[config.mk]
export PLATFORM = sky130hd
export DESIGN_NAME = intc_prio_n
export DESIGN_NICKNAME = d
export VERILOG_FILES = /design/src/rtl/intc_pkg.sv /design/src/rtl/intc_prio_enc.sv /design/src/rtl/intc_prio_n.sv
export SDC_FILE = /design/constraint.sdc
export NUM_CORES = 1
export LEC_CHECK = 0
export BUFFER_PORTS_ARGS = -buffer_cell sky130_fd_sc_hd__buf_2
export CELL_PAD_IN_SITES_DETAIL_PLACEMENT = 1
export CELL_PAD_IN_SITES_GLOBAL_PLACEMENT = 2
export CORE_ASPECT_RATIO = 1.4
export CORE_MARGIN = 2
export CORE_UTILIZATION = 41
export CTS_CLUSTER_DIAMETER = 40
export DETAILED_ROUTE_END_ITERATION = 16
export HOLD_SLACK_MARGIN = 0.08
export PLACE_DENSITY_LB_ADDON = 0.1
export SLEW_MARGIN = 10
export SYNTH_ARGS = -nofsm -noshare
export SYNTH_HDL_FRONTEND = slang
export SYNTH_HIERARCHICAL = 1
export SYNTH_SLANG_ARGS = --single-unit
export TNS_END_PERCENT = 10
[constraint.sdc]
create_clock -name clk -period 5.1 [get_ports clk]
set_input_delay 1.53 -clock clk [delete_from_list [all_inputs] [get_ports clk]]
set_output_delay 1.53 -clock clk [all_outputs]
set_load 0.02 [all_outputs]
[src/rtl/intc_pkg.sv]
// Shared types and constants for the N-channel vectored interrupt controller.
package intc_pkg;

    typedef enum logic [1:0] {
        IDLE   = 2'd0,
        ASSERT = 2'd1,
        ACK    = 2'd2
    } state_t;

    // Control register offsets relative to CTRL_OFS
    localparam int unsigned ENABLE_OFS  = 0;
    localparam int unsigned PENDING_OFS = 4;
    localparam int unsigned ACTIVE_OFS  = 8;

    // Ceiling log2; clog2(1) = 0
    function automatic int unsigned clog2(input int unsigned v);
        int unsigned r;
        r = 0;
        for (int unsigned i = 0; i < 32; i++) begin
            if ((64'd1 << i) < 64'(v)) r = i + 1;
        end
        return r;
    endfunction

    // Width of a source index; never narrower than one bit
    function automatic int unsigned id_w(input int unsigned n);
        return (n > 1) ? clog2(n) : 1;
    endfunction

endpackage

[src/rtl/intc_prio_enc.sv]
// Combinational lowest-index-wins priority encoder.
module intc_prio_enc #(
    parameter int unsigned N  = 4,
    parameter int unsigned IW = 2
) (
    input  logic [N-1:0]  req,
    output logic          valid,
    output logic [IW-1:0] idx
);

    // First set bit from index 0 upward claims the grant
    always_comb begin
        valid = 1'b0;
        idx   = '0;
        for (int unsigned i = 0; i < N; i++) begin
            if (req[i] && !valid) begin
                valid = 1'b1;
                idx   = IW'(i);
            end
        end
    end

endmodule

[src/rtl/intc_prio_n.sv]
// N-channel vectored interrupt controller: edge-latched pending bits,
// priority grant, IRQ/IACK handshake and a memory-mapped register window.
module intc_prio_n
    import intc_pkg::*;
#(
    parameter int unsigned   N_IRQ      = 4,
    parameter int unsigned   AW         = 32,
    parameter logic [AW-1:0] BASE_ADDR  = 'h00020000,
    parameter logic [AW-1:0] ISR_STRIDE = 'h20,
    parameter logic [AW-1:0] CTRL_OFS   = 'h1000,
    parameter logic [AW-1:0] WIN_SIZE   = 'h2000
) (
    input  logic                     clk,
    input  logic                     rst_n,
    input  logic [N_IRQ-1:0]         done,
    input  logic                     iack,
    input  logic [AW-1:0]            input_addr,
    input  logic                     write_enable,
    input  logic [AW-1:0]            write_data,
    output logic [AW-1:0]            read_data,
    output logic                     irq,
    output logic [AW-1:0]            isr_addr,
    output logic [id_w(N_IRQ)-1:0]   irq_id,
    output logic                     error
);

    localparam int unsigned IW = id_w(N_IRQ);

    state_t           state;
    logic [N_IRQ-1:0] pending;
    logic [N_IRQ-1:0] enable;
    logic [N_IRQ-1:0] done_q;
    logic             armed;
    logic [AW-1:0]    isr_tab [N_IRQ];

    logic [AW-1:0]    ofs;
    logic             in_win, wr;
    logic             hit_enable, hit_pending, hit_active, isr_hit, mapped;
    logic [IW-1:0]    isr_sel;
    logic [N_IRQ-1:0] pend_set, pend_w1c, ack_clr;
    logic             cand_valid;
    logic [IW-1:0]    winner;

    assign ofs         = input_addr - BASE_ADDR;
    assign in_win      = (input_addr >= BASE_ADDR) && (ofs < WIN_SIZE);
    assign wr          = write_enable && in_win;
    assign hit_enable  = in_win && (ofs == CTRL_OFS + AW'(ENABLE_OFS));
    assign hit_pending = in_win && (ofs == CTRL_OFS + AW'(PENDING_OFS));
    assign hit_active  = in_win && (ofs == CTRL_OFS + AW'(ACTIVE_OFS));
    assign mapped      = isr_hit || hit_enable || hit_pending || hit_active;

    // ISR table entry decode: exact match on entry i at i*ISR_STRIDE
    always_comb begin
        isr_hit = 1'b0;
        isr_sel = '0;
        for (int unsigned i = 0; i < N_IRQ; i++) begin
            if (in_win && (ofs == AW'(i) * ISR_STRIDE)) begin
                isr_hit = 1'b1;
                isr_sel = IW'(i);
            end
        end
    end

    // Combinational register read; unmapped addresses return zero
    always_comb begin
        read_data = '0;
        if (isr_hit)          read_data = isr_tab[isr_sel];
        else if (hit_enable)  read_data = AW'(enable);
        else if (hit_pending) read_data = AW'(pending);
        else if (hit_active)  read_data = AW'({state != IDLE, irq_id});
    end

    // The first edge after reset only primes done_q, so a done level held
    // across reset release is not mistaken for a new rising edge.
    assign pend_set = done & ~done_q & {N_IRQ{armed}};
    assign pend_w1c = (wr && hit_pending) ? write_data[N_IRQ-1:0] : '0;
    assign ack_clr  = (state == ASSERT && iack) ? (N_IRQ'(1) << irq_id) : '0;

    intc_prio_enc #(.N(N_IRQ), .IW(IW)) u_enc (
        .req   (pending & enable),
        .valid (cand_valid),
        .idx   (winner)
    );

    // Edge detector history and post-reset arming
    always_ff @(posedge clk or negedge rst_n) begin
        if (!rst_n) begin
            done_q <= '0;
            armed  <= 1'b0;
        end else begin
            done_q <= done;
            armed  <= 1'b1;
        end
    end

    // Pending bits: clears from ACK entry or W1C, a same-cycle set wins
    always_ff @(posedge clk or negedge rst_n) begin
        if (!rst_n) pending <= '0;
        else        pending <= (pending & ~(pend_w1c | ack_clr)) | pend_set;
    end

    // ENABLE and ISR table writes
    always_ff @(posedge clk or negedge rst_n) begin
        if (!rst_n) begin
            enable <= '1;
            for (int unsigned i = 0; i < N_IRQ; i++) isr_tab[i] <= '0;
        end else if (wr) begin
            if (hit_enable) enable <= write_data[N_IRQ-1:0];
            if (isr_hit)    isr_tab[isr_sel] <= write_data;
        end
    end

    // Sticky fault flag
    always_ff @(posedge clk or negedge rst_n) begin
        if (!rst_n) error <= 1'b0;
        else if ((wr && (!mapped || hit_active)) || (state == IDLE && iack))
            error <= 1'b1;
    end

    // Grant/acknowledge FSM with registered irq, irq_id and isr_addr
    always_ff @(posedge clk or negedge rst_n) begin
        if (!rst_n) begin
            state    <= IDLE;
            irq      <= 1'b0;
            irq_id   <= '0;
            isr_addr <= '0;
        end else begin
            case (state)
                IDLE: if (cand_valid) begin
                    state    <= ASSERT;
                    irq      <= 1'b1;
                    irq_id   <= winner;
                    isr_addr <= isr_tab[winner];
                end
                ASSERT: if (iack) begin
                    state <= ACK;
                    irq   <= 1'b0;
                end
                ACK: if (!iack) state <= IDLE;
                default: begin
                    state <= IDLE;
                    irq   <= 1'b0;
                end
            endcase
        end
    end

endmodule

### Word-level counts from Yosys, hierarchy flattened

Cells that the tools add are included.

* bits in registers: 179
* latch bits: 0
* memory bits (writable): 0
* ROM bits: 0
* bits of input ports: 72
* memories: 0

* $add $sub $neg: 1
* $mul: 0
* div/mod/pow operators: 0
* magnitude comparators: 5
* equality and inequality tests: 11
* shifts and indexed selects: 1
* multiplexer cells: 36
* bitwise logic cells: 11
* reduce and logical (&&, ||, !) cells: 34

Operators with widths (count)
* two-way mux 32 bit: 6
* binary-select mux 32 bit (select 2 bit): 2
* bitwise mux 128 bit: 1
* == test 32 x 13 -> 1 bit (second input constant): 3
* demux 32 bit (select 2 bit): 1
* == test 32 x 7 -> 1 bit (second input constant): 2
* == test 32 x 6 -> 1 bit (second input constant): 1
* >= comparator 32 x 18 -> 1 bit (second input constant): 1
* zero test 32 bit: 1
* < comparator 32 x 14 -> 1 bit (second input constant): 1
* subtractor 32 x 18 -> 32 bit (second input constant): 1
* logical AND 1 bit: 17
* AND 4 bit: 4
* two-way mux 4 bit: 4
* two-way mux 2 bit: 7
* two-way mux 1 bit: 12
* NOT 4 bit: 2
* OR 4 bit: 2
* >= comparator 3 bit (second input constant): 2
* inequality test 2 bit (second input constant): 3
* NOT 2 -> 3 bit: 2
* case mux 2 bit (3 select lines): 1
* AND reduction 2 bit: 3
* AND reduction 3 bit: 2
* 11 further kinds: 18

### Depth between registers and ports, before layout

* depth after elaboration: 15
* gate-level depth with buffers: 9

### Cells and area by module

Netlist, hierarchy kept.

Modules (own cells, without submodules)
* intc_prio_n: times used 1, cells an instance 577, area an instance 8988.6 um^2
* intc_prio_enc: times used 1, cells an instance 7, area an instance 35.0 um^2

### Worst setup path before layout

No wires, ideal clock.

* path type: input to output
* from: input port input_addr[17]
* to: output port read_data[11]
* arrival time: 3.583 ns
* data required time: 3.570 ns
* slack: -0.013 ns
* stages: 9
* path buffers: 2
* path through: inv_1 ha_1 nor4b_1 nand4b_1 or3_1 or2_2 clkbuf_1 clkbuf_1 nor2b_1

* cells in the longest elaborated chain, start to end: 12
* elaborated cells between the ends (all ways): 24
* those cells by class: add/sub (1); order compare (2); eq/ne (3); mux (11); bitwise (1); reduce/logical (6)

RTL lines
* from (decl): RTL line intc_prio_n.sv:17 `input logic [AW-1:0] input_addr,`
* subtractor 32 x 18 -> 32 bit: RTL line intc_prio_n.sv:44 `assign ofs = input_addr - BASE_ADDR;`
* < comparator 32 x 14 -> 1 bit: RTL line intc_prio_n.sv:45 `assign in_win = (input_addr >= BASE_ADDR) && (ofs < WIN_SIZE);`
* logical AND 1 bit: RTL line intc_prio_n.sv:45
* logical AND 1 bit: RTL line intc_prio_n.sv:57 `if (in_win && (ofs == AW'(i) * ISR_STRIDE)) begin`
* two-way mux 1 bit: RTL line intc_prio_n.sv:57
* two-way mux 2 bit (2 in a row): RTL line intc_prio_n.sv:57
* NOT 2 -> 3 bit (implied by the code): RTL line intc_prio_n.sv:67 `if (isr_hit) read_data = isr_tab[isr_sel];`
* binary-select mux 32 bit (select 2 bit): RTL line intc_prio_n.sv:67
* two-way mux 32 bit (implied by the code) (2 in a row): RTL line intc_prio_n.sv:67
* two-way mux 32 bit *: RTL line intc_prio_n.sv:67
* to (decl): RTL line intc_prio_n.sv:20 `output logic [AW-1:0] read_data,`

Every way passes the cells marked *; elsewhere a longest branch is shown, timed or not. The select of a mux whose other input is x is not followed.

### Final worst setup path

* from: input port input_addr[17]
* to: output port read_data[13]

The elaborated chain is that of the path after synthesis.

==> flow_metrics.py <==
metrics = {
    "run_status": {
        "outcome": "finished, final reports clean",
    },
    "yosys": {
        "synth_area_um2": 9020,
        "synth_top_area_cell": "dfrtp_1",
        "synth.top_cell.area_share": 0.485,
        "synth_area_leaders": "dfrtp_1, mux2_2, mux4_2",
        "syn_nets": 657,
        "ys_ff_latch": 179,
        "avgSynthCellArea_um2": 15.5,
        "synthArstFlopShare": 1.00,
        "yosys_most_used_dff": "dfrtp_1",
        "yosysWarningCount": 6,
        "ys_types": 48,
        "syn_inst": 584,
        "yosysSeqAreaShare": 0.497,
        "synth-edff-count": 0,
    },
    "routing": {
        "vias": 5620,
        "ant_nets": 0,
        "vias_per_cell": 5.39,
        "wl_mm": 23.2,
        "drcViolationCount": 0,
        "post_drt_wl_per_cell_um": 22.2,
        "drtIter0Drc": 170,
        "firstDrtPassIters": 4,
    },
    "pwr": {
        "p_leak_uw": 0.00522,
        "power_uw": 2860,
        "vdd_drop_max_uv": 225,
        "p_per_area_nw_per_um2": 266,
    },
    "grt": {
        "met2_usage": 0.365,
        "grt_busiest_layer": "met2",
        "grt_pass1_vias": 6396,
        "grtUsageMet1": 0.269,
        "grt_use_total": 0.213,
        "met3_usage": 0.0440,
        "grt_pass1_wl_mm": 37.1,
        "grt_max_degree": 111,
        "antenna_found_initial": 1,
        "gr-total-overflow": 0,
    },
    "floorplan": {
        "core_area_um2": 21700,
        "die_y_um": 180,
        "dieArea_um2": 23200,
        "io_pins": 140,
        "die_w_um": 129,
        "initial_core_util": 0.416,
        "num_rows": 64,
    },
    "timing": {
        "clock.fmax_mhz": 201,
        "max_slew.worst_pin.slew_ns": 1.07,
        "finalCritPeriodShare": 0.977,
        "relSlewSlack": 0.287,
        "setup_viol": 0,
        "skew_ns": 0.0127,
        "hold_viol_final": 0,
        "slew_viol_final": 0,
        "rsz0062_at_grt": "no",
        "timing.hold.ws_ns": 0.421,
        "fin_crit_ns": 4.98,
    },
    "cells_and_area": {
        "instances_no_fill": 1042,
        "finish.instance_area_um2": 10800,
        "drive_above_1_share": 0.593,
        "final_util": 0.495,
        "fin_nets": 805,
        "synthToLayoutAreaGrowth_pct": 19.1,
    },
    "clocking": {
        "cts_root_buffer": "clkbuf_16",
        "h-tree-depth": 4,
        "clock-sinks": 179,
        "numCtsBuffers": 17,
        "cts_hold_buf": 0,
        "clkTransAtPathRegs_ns": 0.06,
        "clk_latency_ns": 0.44,
        "cts_tree": "built",
        "clk_path_buf_depth": 2,
    },
    "place": {
        "port-buffer-count": 139,
        "gp_congestion": 0.752,
        "placedCellCount": 1010,
        "dpl.hpwl_mm": 15.6,
        "placed_area_um2": 10100,
    },
    "worst_setup_path": {
        "crit_chain": "buf_2 > inv_1 > ha_1 > nor4b_4 > nand4b_1 > or3_4 > or2_4 > buf_12 > nor2b_1 > buf_2",
        "cp_top_family": "simple AND/OR/NAND/NOR gates",
        "crit_path_end_kind": "output pin",
        "arrival_ns": 3.45,
        "crit_fanout": 15,
        "slowest_delay_ns": 0.42,
        "cp_slowest_cell": "or3_4",
        "path_class": "in2out",
        "startpoint_type": "primary input",
        "crit_buf_inv": 4,
        "cpMostUsedCell": "buf_2",
        "worstPathRequired_ns": 3.57,
    },
    "hold_path": {
        "hp-class": "reg2reg",
    },
    "job": {
        "max_cap_violations": 0,
    },
}
==> timing repair <==
item,4_1_cts,5_1_grt
gates resized for setup,2,8
cloned,0,0
setup buffers,0,0
endpoints found under the setup margin,28,25
==> placed cells by master, fill, tap and decap left out, drive strengths merged, types with 7 or more instances in the layout <==
cell and instances:
dfrtp 175, buf 167, mux2 165, mux4 64, nor2b 30, clkbuf 19, nand2 14, nor2 13
inv 8, nor4 8, o21ai 7, nor3 7, a21oi 7
==> cell families after synthesis <==
family	count (synthesis)	synth area share
compound gates	23	0.0158
xor+xnor	3	0.00291
fa+ha+maj	1	0.00139
other cells	1	0.000416
buf+inv	45	0.0293
simple gates	100	0.0718
flops	179	0.497
mux	232	0.381
==> final cells by class <==
type | instances | area, um2
Antenna cell | 1 | 2.50
Fill cell | 2122 | 11000
Inverter | 7 | 26.3
Sequential cell | 179 | 4480
Clock buffer | 19 | 443
Clock inverter | 12 | 133
Timing Repair Buffer | 167 | 972
Tap cell | 297 | 372
Multi-Input combinational cell | 360 | 4320
==> flip-flops by register name (all words and copies together) (netlist names) <==
register  flops
isr_tab     128
isr_addr     32
done_q        4
enable        4
pending       4
irq_id        2
state         2
armed         1
error         1
irq           1
==> cell usage after synthesis, types with 4 or more instances <==
cell      number
inv_1          7
mux2_1         6
nor2_1        13
dfstp_2        4
nor3_1         7
buf_1          9
o21ai_0        7
mux4_2        64
and2_1         6
buf_2          6
mux2_4        30
nand2_1       14
clkbuf_1      14
dfrtp_1      175
a21oi_1        6
or3_1          4
nor4_1         5
nor2b_1       30
mux2_2       129
==> power by group <==
group / total (uW) / internal (uW) / switching, uW
Sequential: 1420 / 1420 / 0.904
Clock: 1300 / 732 / 572
Combinational: 128 / 46.4 / 81.7
==> final timing paths <==
path	from	to	slack, ns	cells past startpoint
max in group asynchronous	rst_n	isr_tab[91]	2.92	2
setup / recovery	input_addr[17]	read_data[13]	0.12	10
min in group asynchronous	rst_n	done_q[1]	1.20	1
hold reg to reg	done_q[2]	pending[2]	0.42	1
setup reg to reg	enable[3]	isr_addr[13]	2.22	6
hold / removal	done_q[2]	pending[2]	0.42	1
==> per-stage QoR <==
step / setup TNS (ns) / worst slack, ns
floorplan: -0.267 / -0.0133
global placement: 0 / 0.00305
detailed placement: -2.89 / -0.137
CTS: 0 / 0.0214
global route: 0 / 0.00769
finish: 0 / 0.115
==> metal layers <==
metal | vias to the layer above | wire length, um
met1 | 2992 | 9840
met5 | - | 0
met4 | 0 | 416
met2 | 121 | 12000
li1 | 2477 | -
met3 | 30 | 898
Note: power is estimated with default switching activity, not from simulation.
